===== src/rtl/uart_tx_pkg.sv =====
// rtl/uart_tx_pkg.sv - shared state encoding and line constants for the UART transmitter
package uart_tx_pkg;

    typedef enum logic [2:0] {
        IDLE   = 3'd0,
        START  = 3'd1,
        DATA   = 3'd2,
        PARITY = 3'd3,
        STOP   = 3'd4
    } tx_state_t;

    localparam logic PAR_EVEN  = 1'b0;
    localparam logic PAR_ODD   = 1'b1;
    localparam logic START_BIT = 1'b0;
    localparam logic STOP_BIT  = 1'b1;

endpackage


===== src/rtl/uart_tx_core_if.sv =====
// rtl/uart_tx_core_if.sv - byte request and serial line bundle for uart_tx_core
interface uart_tx_core_if #(
    parameter int DATA_WIDTH = 8
);
    logic [DATA_WIDTH-1:0] P_DATA;
    logic                  DATA_VALID;
    logic                  PAR_EN;
    logic                  PAR_TYP;
    logic                  TX_OUT;
    logic                  Busy;

    modport master (
        output P_DATA, DATA_VALID, PAR_EN, PAR_TYP,
        input  TX_OUT, Busy
    );

    modport slave (
        input  P_DATA, DATA_VALID, PAR_EN, PAR_TYP,
        output TX_OUT, Busy
    );
endinterface


===== src/rtl/uart_tx_serializer.sv =====
// rtl/uart_tx_serializer.sv - LSB-first data shift register with bit counter
module uart_tx_serializer #(
    parameter int DATA_WIDTH = 8
) (
    input  logic                  i_clk,
    input  logic                  i_rst,
    input  logic                  i_load,
    input  logic [DATA_WIDTH-1:0] i_data,
    input  logic                  i_shift_en,
    output logic                  o_ser_data,
    output logic                  o_ser_done
);
    localparam int               CNT_W = (DATA_WIDTH > 1) ? $clog2(DATA_WIDTH) : 1;
    localparam logic [CNT_W-1:0] LAST  = CNT_W'(DATA_WIDTH - 1);

    logic [DATA_WIDTH-1:0] r_shift;
    logic [CNT_W-1:0]      r_cnt;
    logic                  r_done;

    // r_cnt indexes the bit being placed on the line; r_done marks that the last one is out
    always_ff @(posedge i_clk or posedge i_rst) begin
        if (i_rst) begin
            r_shift <= '0;
            r_cnt   <= '0;
            r_done  <= 1'b0;
        end else if (i_load) begin
            r_shift <= i_data;
            r_cnt   <= '0;
            r_done  <= 1'b0;
        end else begin
            r_done <= i_shift_en && (r_cnt == LAST);
            if (i_shift_en) begin
                r_shift <= r_shift >> 1;
                r_cnt   <= r_cnt + 1'b1;
            end
        end
    end

    assign o_ser_data = r_shift[0];
    assign o_ser_done = r_done;

endmodule


===== src/rtl/uart_tx_core.sv =====
// rtl/uart_tx_core.sv - UART transmitter: start, data, optional parity, stop at one bit per clock
module uart_tx_core
    import uart_tx_pkg::*;
#(
    parameter int DATA_WIDTH = 8
) (
    input  logic           CLK,
    input  logic           RST,
    uart_tx_core_if.slave  bus
);
    tx_state_t r_state;
    tx_state_t w_next_state;

    logic w_accept;
    logic w_shift_en;
    logic w_ser_data;
    logic w_ser_done;
    logic w_tx_next;
    logic w_busy_next;

    logic r_par_en;
    logic r_par_bit;
    logic r_tx_out;
    logic r_busy;

    assign w_accept = bus.DATA_VALID && ((r_state == IDLE) || (r_state == STOP));

    uart_tx_serializer #(
        .DATA_WIDTH (DATA_WIDTH)
    ) u_ser (
        .i_clk      (CLK),
        .i_rst      (RST),
        .i_load     (w_accept),
        .i_data     (bus.P_DATA),
        .i_shift_en (w_shift_en),
        .o_ser_data (w_ser_data),
        .o_ser_done (w_ser_done)
    );

    always_ff @(posedge CLK or posedge RST) begin
        if (RST) begin
            r_state <= IDLE;
        end else begin
            r_state <= w_next_state;
        end
    end

    // Line value is chosen from the next state so TX_OUT/Busy leave flops aligned with the state
    always_comb begin
        w_next_state = IDLE;
        w_tx_next    = STOP_BIT;
        case (r_state)
            IDLE:    w_next_state = w_accept ? START : IDLE;
            START:   w_next_state = DATA;
            DATA: begin
                if (w_ser_done) begin
                    w_next_state = r_par_en ? PARITY : STOP;
                end else begin
                    w_next_state = DATA;
                end
            end
            PARITY:  w_next_state = STOP;
            STOP:    w_next_state = w_accept ? START : IDLE;
            default: w_next_state = IDLE;
        endcase

        case (w_next_state)
            START:   w_tx_next = START_BIT;
            DATA:    w_tx_next = w_ser_data;
            PARITY:  w_tx_next = r_par_bit;
            default: w_tx_next = STOP_BIT;
        endcase

        w_busy_next = (w_next_state != IDLE);
        w_shift_en  = (w_next_state == DATA);
    end

    always_ff @(posedge CLK or posedge RST) begin
        if (RST) begin
            r_tx_out  <= STOP_BIT;
            r_busy    <= 1'b0;
            r_par_en  <= 1'b0;
            r_par_bit <= 1'b0;
        end else begin
            r_tx_out <= w_tx_next;
            r_busy   <= w_busy_next;
            if (w_accept) begin
                r_par_en  <= bus.PAR_EN;
                r_par_bit <= (^bus.P_DATA) ^ bus.PAR_TYP;
            end
        end
    end

    assign bus.TX_OUT = r_tx_out;
    assign bus.Busy   = r_busy;

endmodule

===== src/flat_wrapper.sv =====
// flat-port wrapper written by rule: the top's interface ports become plain ports
module uart_tx_core_flat import uart_tx_pkg::*;
#(
    parameter int DATA_WIDTH = 8
)
  (CLK, RST, bus_P_DATA, bus_DATA_VALID, bus_PAR_EN, bus_PAR_TYP, bus_TX_OUT, bus_Busy);
  uart_tx_core_if #(.DATA_WIDTH(DATA_WIDTH)) bus_i ();
  input  logic CLK;
  input  logic RST;
  input wire logic [$bits(bus_i.P_DATA)-1:0] bus_P_DATA;
  input wire logic [$bits(bus_i.DATA_VALID)-1:0] bus_DATA_VALID;
  input wire logic [$bits(bus_i.PAR_EN)-1:0] bus_PAR_EN;
  input wire logic [$bits(bus_i.PAR_TYP)-1:0] bus_PAR_TYP;
  output wire logic [$bits(bus_i.TX_OUT)-1:0] bus_TX_OUT;
  output wire logic [$bits(bus_i.Busy)-1:0] bus_Busy;
  assign bus_i.P_DATA = bus_P_DATA;
  assign bus_i.DATA_VALID = bus_DATA_VALID;
  assign bus_i.PAR_EN = bus_PAR_EN;
  assign bus_i.PAR_TYP = bus_PAR_TYP;
  assign bus_TX_OUT = bus_i.TX_OUT;
  assign bus_Busy = bus_i.Busy;
  uart_tx_core #(.DATA_WIDTH(DATA_WIDTH)) u_core (.CLK(CLK), .RST(RST), .bus(bus_i));
endmodule

===== config.mk =====
export PLATFORM = sky130hd
export DESIGN_NAME = uart_tx_core_flat
export DESIGN_NICKNAME = d
export VERILOG_FILES = /design/src/rtl/uart_tx_pkg.sv /design/src/rtl/uart_tx_core_if.sv /design/src/rtl/uart_tx_serializer.sv /design/src/rtl/uart_tx_core.sv /design/src/flat_wrapper.sv
export SDC_FILE = /design/constraint.sdc
export NUM_CORES = 1
export LEC_CHECK = 0
export ABC_AREA = 1
export CAP_MARGIN = 0
export CORE_MARGIN = 5
export CORE_UTILIZATION = 50
export CTS_CLUSTER_SIZE = 10
export DETAILED_ROUTE_END_ITERATION = 8
export GPL_TIMING_DRIVEN = 0
export PLACE_DENSITY = 0.86
export REMOVE_ABC_BUFFERS = 1
export SLEW_MARGIN = 20
export SYNTH_ARGS = -nofsm -noshare
export SYNTH_HDL_FRONTEND = slang
export SYNTH_SLANG_ARGS = --single-unit
export TNS_END_PERCENT = 30

===== constraint.sdc =====
create_clock -name CLK -period 1.37 [get_ports CLK]
set_input_delay 0.274 -clock CLK [delete_from_list [all_inputs] [get_ports CLK]]
set_output_delay 0.274 -clock CLK [all_outputs]
set_load 0.02 [all_outputs]

==> Word-level counts from Yosys, hierarchy flattened <==
Cells that the tools add are included.
{ "word_totals": {"word_cells": 36, "register_bits": 19, "inputBits": 13} }
{ "classes": {"eq_ne": 8, "n_bitwise": 1, "reduce_logical": 8, "n_addsub": 1, "muxes": 10} }
{ "op_table": {"columns": ["cell", "n"], "rows": [
  ["$mux 8", 2],
  ["$eq 3x2->1 const B", 4],
  ["$mux 3", 4],
  ["$pmux 3 s4", 1],
  ["$reduce_xor 8->1", 1],
  ["$eq 3x1->1 const B", 2],
  ["$eq 3x3->1 const B", 2],
  ["$add 3x1->3 const B", 1],
  ["$logic_not 3->1", 1],
  ["$pmux 1 s3", 1],
  ["$reduce_bool 3->1", 1],
  ["$logic_and 1x1->1", 2],
  ["$mux 1", 2],
  ["$reduce_bool 2->1", 1],
  ["$reduce_or 2->1", 1],
  ["$logic_or 1x1->1", 1],
  ["$xor 1x1->1", 1]
]} }

==> Logic depth before layout (Yosys ltp) <==
{ "logic_depth": {"word_depth": 8, "depth_mapped": 9, "mapped_depth_nobuf": 9} }

==> Cells and area by module <==
From an unflattened synthesis, not the netlist that was laid out.
{ "unflattened": {"hier_cells": 124, "hier_area_um2": 997.2} }
{ "modules_own_cells": {"columns": ["mod", "n_inst", "seq_area_each_um2", "cells_each", "area_per_inst_um2"], "rows": [
  ["uart_tx_serializer", 1, 300.3, 62, 563.0],
  ["uart_tx_core", 1, 176.4, 62, 434.2]
]} }

==> Least setup slack after synthesis <==
Ideal clock, no wire load.
{ "synth_timing": {"kind": "register to register", "start": "reg u_core.r_state[1]", "end": "reg u_core.u_ser.r_cnt[0]", "setup_ns": 0.118, "path_stages_with_launch": 7, "n_path_buf": 2, "arrival_ns": 1.040, "slack_ns": 0.213, "cell_sequence": "dfrtp_1 -> nor2_2 -> nand2_2 -> buf_6 -> buf_6 -> nand3b_1 -> nand2_1"} }
{ "synth_via": {"elab_chain_cells": 7, "word_cells_on_any_way": 13, "classes_between": "eq/ne (5); mux (3); reduce/logical (5)"} }
{ "synth_lines": {"columns": ["item", "line", "rtl"], "rows": [
  ["from (decl)", "uart_tx_core.sv:11", "tx_state_t r_state;"],
  ["from (signal assigned)", "uart_tx_core.sv:44", "r_state <= w_next_state;"],
  ["$eq 3x3->1 or $logic_not 3->1 (tied branches)", "uart_tx_core.sv:26, uart_tx_core.sv:52", null],
  ["$logic_or 1x1->1", "uart_tx_core.sv:26", "assign w_accept = bus.DATA_VALID && ((r_state == IDLE) || (r_state == STOP));"],
  ["$logic_and 1x1->1", "uart_tx_core.sv:26", null],
  ["$mux 1", "uart_tx_core.sv:53, uart_tx_core.sv:63", null],
  ["$pmux 3 s4", "uart_tx_core.sv:52", "case (r_state)"],
  ["$eq 3x2->1", "uart_tx_core.sv:75", "w_shift_en = (w_next_state == DATA);"],
  ["$reduce_bool 2->1 (no source line)", null, null],
  ["to (signal assigned)", "uart_tx_serializer.sv:34", "r_cnt <= r_cnt + 1'b1;"],
  ["to (decl)", "uart_tx_serializer.sv:17", "logic [CNT_W-1:0] r_cnt;"]
]} }
Parallel ways exist; a longest one is shown, timed or not.
A chain may end at the register's enable or synchronous reset.

==> Worst setup path in the final report <==
{ "layout_timing": {"start": "in bus_DATA_VALID", "end": "reg u_core.u_ser.r_shift[0]"} }
{ "layout_via": {"elab_chain_cells": 5, "word_cells_on_any_way": 6, "classes_between": "eq/ne (1); mux (3); reduce/logical (2)"} }
{ "layout_lines": {"columns": ["item", "line", "rtl"], "rows": [
  ["from (decl)", "flat_wrapper.sv:11", "input wire logic [$bits(bus_i.DATA_VALID)-1:0] bus_DATA_VALID;"],
  ["$logic_and 1x1->1 *", "uart_tx_core.sv:26", null],
  ["$mux 1", "uart_tx_core.sv:53, uart_tx_core.sv:63", null],
  ["$pmux 3 s4", "uart_tx_core.sv:52", null],
  ["$eq 3x2->1", "uart_tx_core.sv:75", null],
  ["$reduce_bool 2->1 (no source line)", null, null],
  ["to (signal assigned)", "uart_tx_serializer.sv:27", "r_shift <= i_data;"],
  ["to (signal assigned)", "uart_tx_serializer.sv:33", "r_shift <= r_shift >> 1;"],
  ["to (decl)", "uart_tx_serializer.sv:16", "logic [DATA_WIDTH-1:0] r_shift;"]
]} }
Every way passes the cells marked *; elsewhere a longest branch is shown, timed or not.

==> results.sh <==
export IMPL_synth_seq_area_share_pct=43.1
export IMPL_dr_total_vias=932
export IMPL_wirelength_um=2270
export IMPL_post_route_period_util_pct=102
export IMPL_path_cells="clkdlybuf4s50_1, nand2_8, nand4_4, buf_12, nand3_2, nand2_1"
export IMPL_dr_first_iter_drc_count=9
export IMPL_yosys_warnings=0
export IMPL_crit_type="in2reg"
export IMPL_yosysUniqueCellTypes=22
export IMPL_reg2reg_slack_ps=10
export IMPL_violations="negative setup slack"
export IMPL_drive_above_1_share_pct=23.0
export IMPL_path_max_fanout=16
export IMPL_wl_per_cell_um=12.0
export IMPL_gr_usage_met3_pct=2.26
export IMPL_nNetsFinal=177
export IMPL_relSlewSlack_pct=53.4
export IMPL_maxCapViolations=0
export IMPL_drc=0
export IMPL_rr_startpoint="u_core.r_par_en"
export IMPL_r2r_cells=7
export IMPL_first_pass_iters=4
export IMPL_p_per_area_nw_per_um2=1960
export IMPL_fillers=186
export IMPL_cts_htree_levels=1
export IMPL_switchingPower_mw=1.18
export IMPL_cts_hold_buf=0
export IMPL_drv_slew=0
export IMPL_hold_violations=0
export IMPL_outcome="finished, violations left"
export IMPL_grt_overflow_total=0
export IMPL_fp_dieArea_um2=3260
export IMPL_vias_per_cell=4.93
export IMPL_layout_min_cycle_time_ps=1390
export IMPL_leakage_nw=0.713
export IMPL_final_setup_tns_ps=-96.2
export IMPL_cts_tree="done"
export IMPL_p_int_mw=1.57
export IMPL_required_ps=1560
export IMPL_synth_area_um2=1110
export IMPL_syn_mean_instance_area_um2=7.91
export IMPL_fin_util_pct=64.5
export IMPL_io_pins=15
export IMPL_core_area_um2=2170
export IMPL_dieHeight_um=57.1
export IMPL_tightest_slew_ps=698
export IMPL_finalSetupViolations=9
export IMPL_grt_pass1_wl_um=3680
export IMPL_numCtsBuffers=3
export IMPL_min_path_type="in2async"
export IMPL_cts_root_buf="clkbuf_4"
export IMPL_rsz0062_at_grt="true"
export IMPL_cpPeakStageDelay_ps=580
export IMPL_slowest_stage="clkdlybuf4s50_1"
export IMPL_antenna_cells=0
export IMPL_setup_ws_ps=-20.9
export IMPL_grt_busiest_layer="met2"
export IMPL_gr_usage_all_layers_pct=14.1
export IMPL_switching_share_pct=42.9
export IMPL_clock_skew_ps=4.54
export IMPL_ant_nets=0
export IMPL_start_util_pct=51.0
export IMPL_cp_end_kind="flip-flop"
export IMPL_dp_hpwl_um=1510
export IMPL_power_share_clock_pct=10.1
export IMPL_cp_buffers_inverters=2
export IMPL_crit_family="buffers and inverters"
export IMPL_sequentialPowerShare_pct=36.2
export IMPL_ir_drop_mv=1.07
export IMPL_grt_pass1_vias=931
export IMPL_reg2reg_to="u_core.bus.Busy"
export IMPL_clock_path_buffers=2
export IMPL_postSynthCellCount=140
export IMPL_p_comb_share_pct=53.7
export IMPL_max_freq_ghz=0.719
export IMPL_clock_sinks=19
export IMPL_port_buffers=14
export IMPL_crit_path_start_kind="input pin"
export IMPL_clk_latency_ps=290
export IMPL_clk_pin_slew_ps=100
export IMPL_met2_usage_pct=24.8
export IMPL_grt_max_degree=32
export IMPL_syn_to_final_growth_pct=26.4
export IMPL_rows=17
export IMPL_gp_congestion=0.707
export IMPL_ys_ff_latch=19
export IMPL_crit_arrival_ps=1580
export IMPL_use_met1_pct=17.1
export IMPL_antenna_found_initial=0
export IMPL_die_width_um=57.1
how the worst max path moves through the flow:
stage | startpoint | to | depth (start not counted)
final | bus_DATA_VALID | u_core.u_ser.r_shift[0] | 6
after global routing | u_core.r_state[0] | u_core.u_ser.r_shift[2] | 6
after CTS | u_core.r_state[1] | u_core.u_ser.r_shift[3] | 6
after detailed placement | bus_DATA_VALID | u_core.u_ser.r_shift[2] | 6
after global placement | bus_DATA_VALID | u_core.u_ser.r_shift[4] | 6
after floorplan | u_core.r_state[1] | u_core.u_ser.r_shift[6] | 6
metal layers:
| metal | vias up | part of all wire [%] |
|---|---|---|
| li1 | 484 | - |
| met1 | 427 | 43 |
| met2 | 19 | 54 |
| met3 | 2 | 2.7 |
| met4 | 0 | 0.53 |
| met5 | - | 0 |
logic make-up after synthesis:
logic type / synth area share, %
AND/OR/NAND/NOR: 40.6
flip-flops: 43.1
buffers and inverters: 8.59
AO/OA/AOI/OAI: 3.95
XOR/XNOR: 1.58
adder cells (fa/ha/maj): 2.26
sequential cells by signal, indices dropped and copies added, names as in the netlist:
signal,flops
u_core.u_ser.r_shift,8
u_core.r_state,3
u_core.u_ser.r_cnt,3
u_core.bus.Busy,1
u_core.bus.TX_OUT,1
u_core.r_par_bit,1
u_core.r_par_en,1
u_core.u_ser.o_ser_done,1
repair_timing:
item,CTS,global route
resized for setup,9,13
setup endpoints to repair,18,12
setup buffers,4,2
pin swaps,3,5
cloned,0,1
metrics by stage:
step | power, mW | hold slack (ps) | cell area, um^2 | std cells | worst slack (ps)
floorplan | 1.77 | 224 | 1060 | 136 | -192
global placement | 2.01 | 474 | 1240 | 178 | -617
detailed placement | 2.07 | 479 | 1240 | 178 | -655
CTS | 2.57 | 407 | 1340 | 186 | 3.61
global route | 2.96 | 452 | 1400 | 189 | -61.1
finish | 2.75 | 380 | 1400 | 189 | -20.9
Yosys cell counts (all sizes together):
cell / instances / share of area [%]
buf: 4 / 3.8
dfrtp: 18 / 41
dfstp: 1 / 2.4
ha: 2 / 2.3
inv: 14 / 4.7
nand2: 59 / 20
nand3: 19 / 13
nand3b: 2 / 1.4
nand4: 1 / 1.9
nor2: 9 / 3.7
nor3: 1 / 0.45
o21ai: 8 / 4.0
xnor2: 1 / 0.79
xor2: 1 / 0.79
final cells by class:
class / instances / area, um^2 / area share [%]
Sequential cell: 19 / 479 / 34.2
Timing Repair Buffer: 20 / 203 / 14.5
Inverter: 14 / 52.6 / 3.75
Multi-Input combinational cell: 104 / 604 / 43.2
Clock buffer: 4 / 26.3 / 1.88
Tap cell: 28 / 35.0 / 2.50
worst reg2reg max path, cell delays in order (launching register included):
cell and delay, ps:
dfrtp_1 430, nor2_2 170, o21ai_4 90, buf_4 140
nand2_1 120, inv_2 70, nor2_2 110, o21ai_0 110
layout by cell type, fill, tap and decap left out, types with 3 or more instances in the layout:
master | netlist | layout
buf_6 | 2 | 3
clkbuf_4 | 0 | 3
clkdlybuf4s50_1 | 0 | 12
dfrtp_1 | 18 | 16
inv_1 | 12 | 11
inv_2 | 2 | 3
nand2_1 | 57 | 57
nand3_1 | 10 | 9
nand3_2 | 9 | 10
nor2_1 | 6 | 4
nor2_2 | 3 | 3
o21ai_0 | 6 | 6
power by group through the flow:
stage          clock network [mW]  logic, mW  registers, mW
2_1_floorplan                   0      0.804          0.967
3_5_place_dp                    0       1.10          0.963
5_1_grt                     0.313       1.63           1.03
4_1_cts                     0.282       1.32          0.970
6_report                    0.277       1.48          0.995
3_3_place_gp                    0       1.06          0.947
Note: power is estimated with default switching activity, not from simulation.
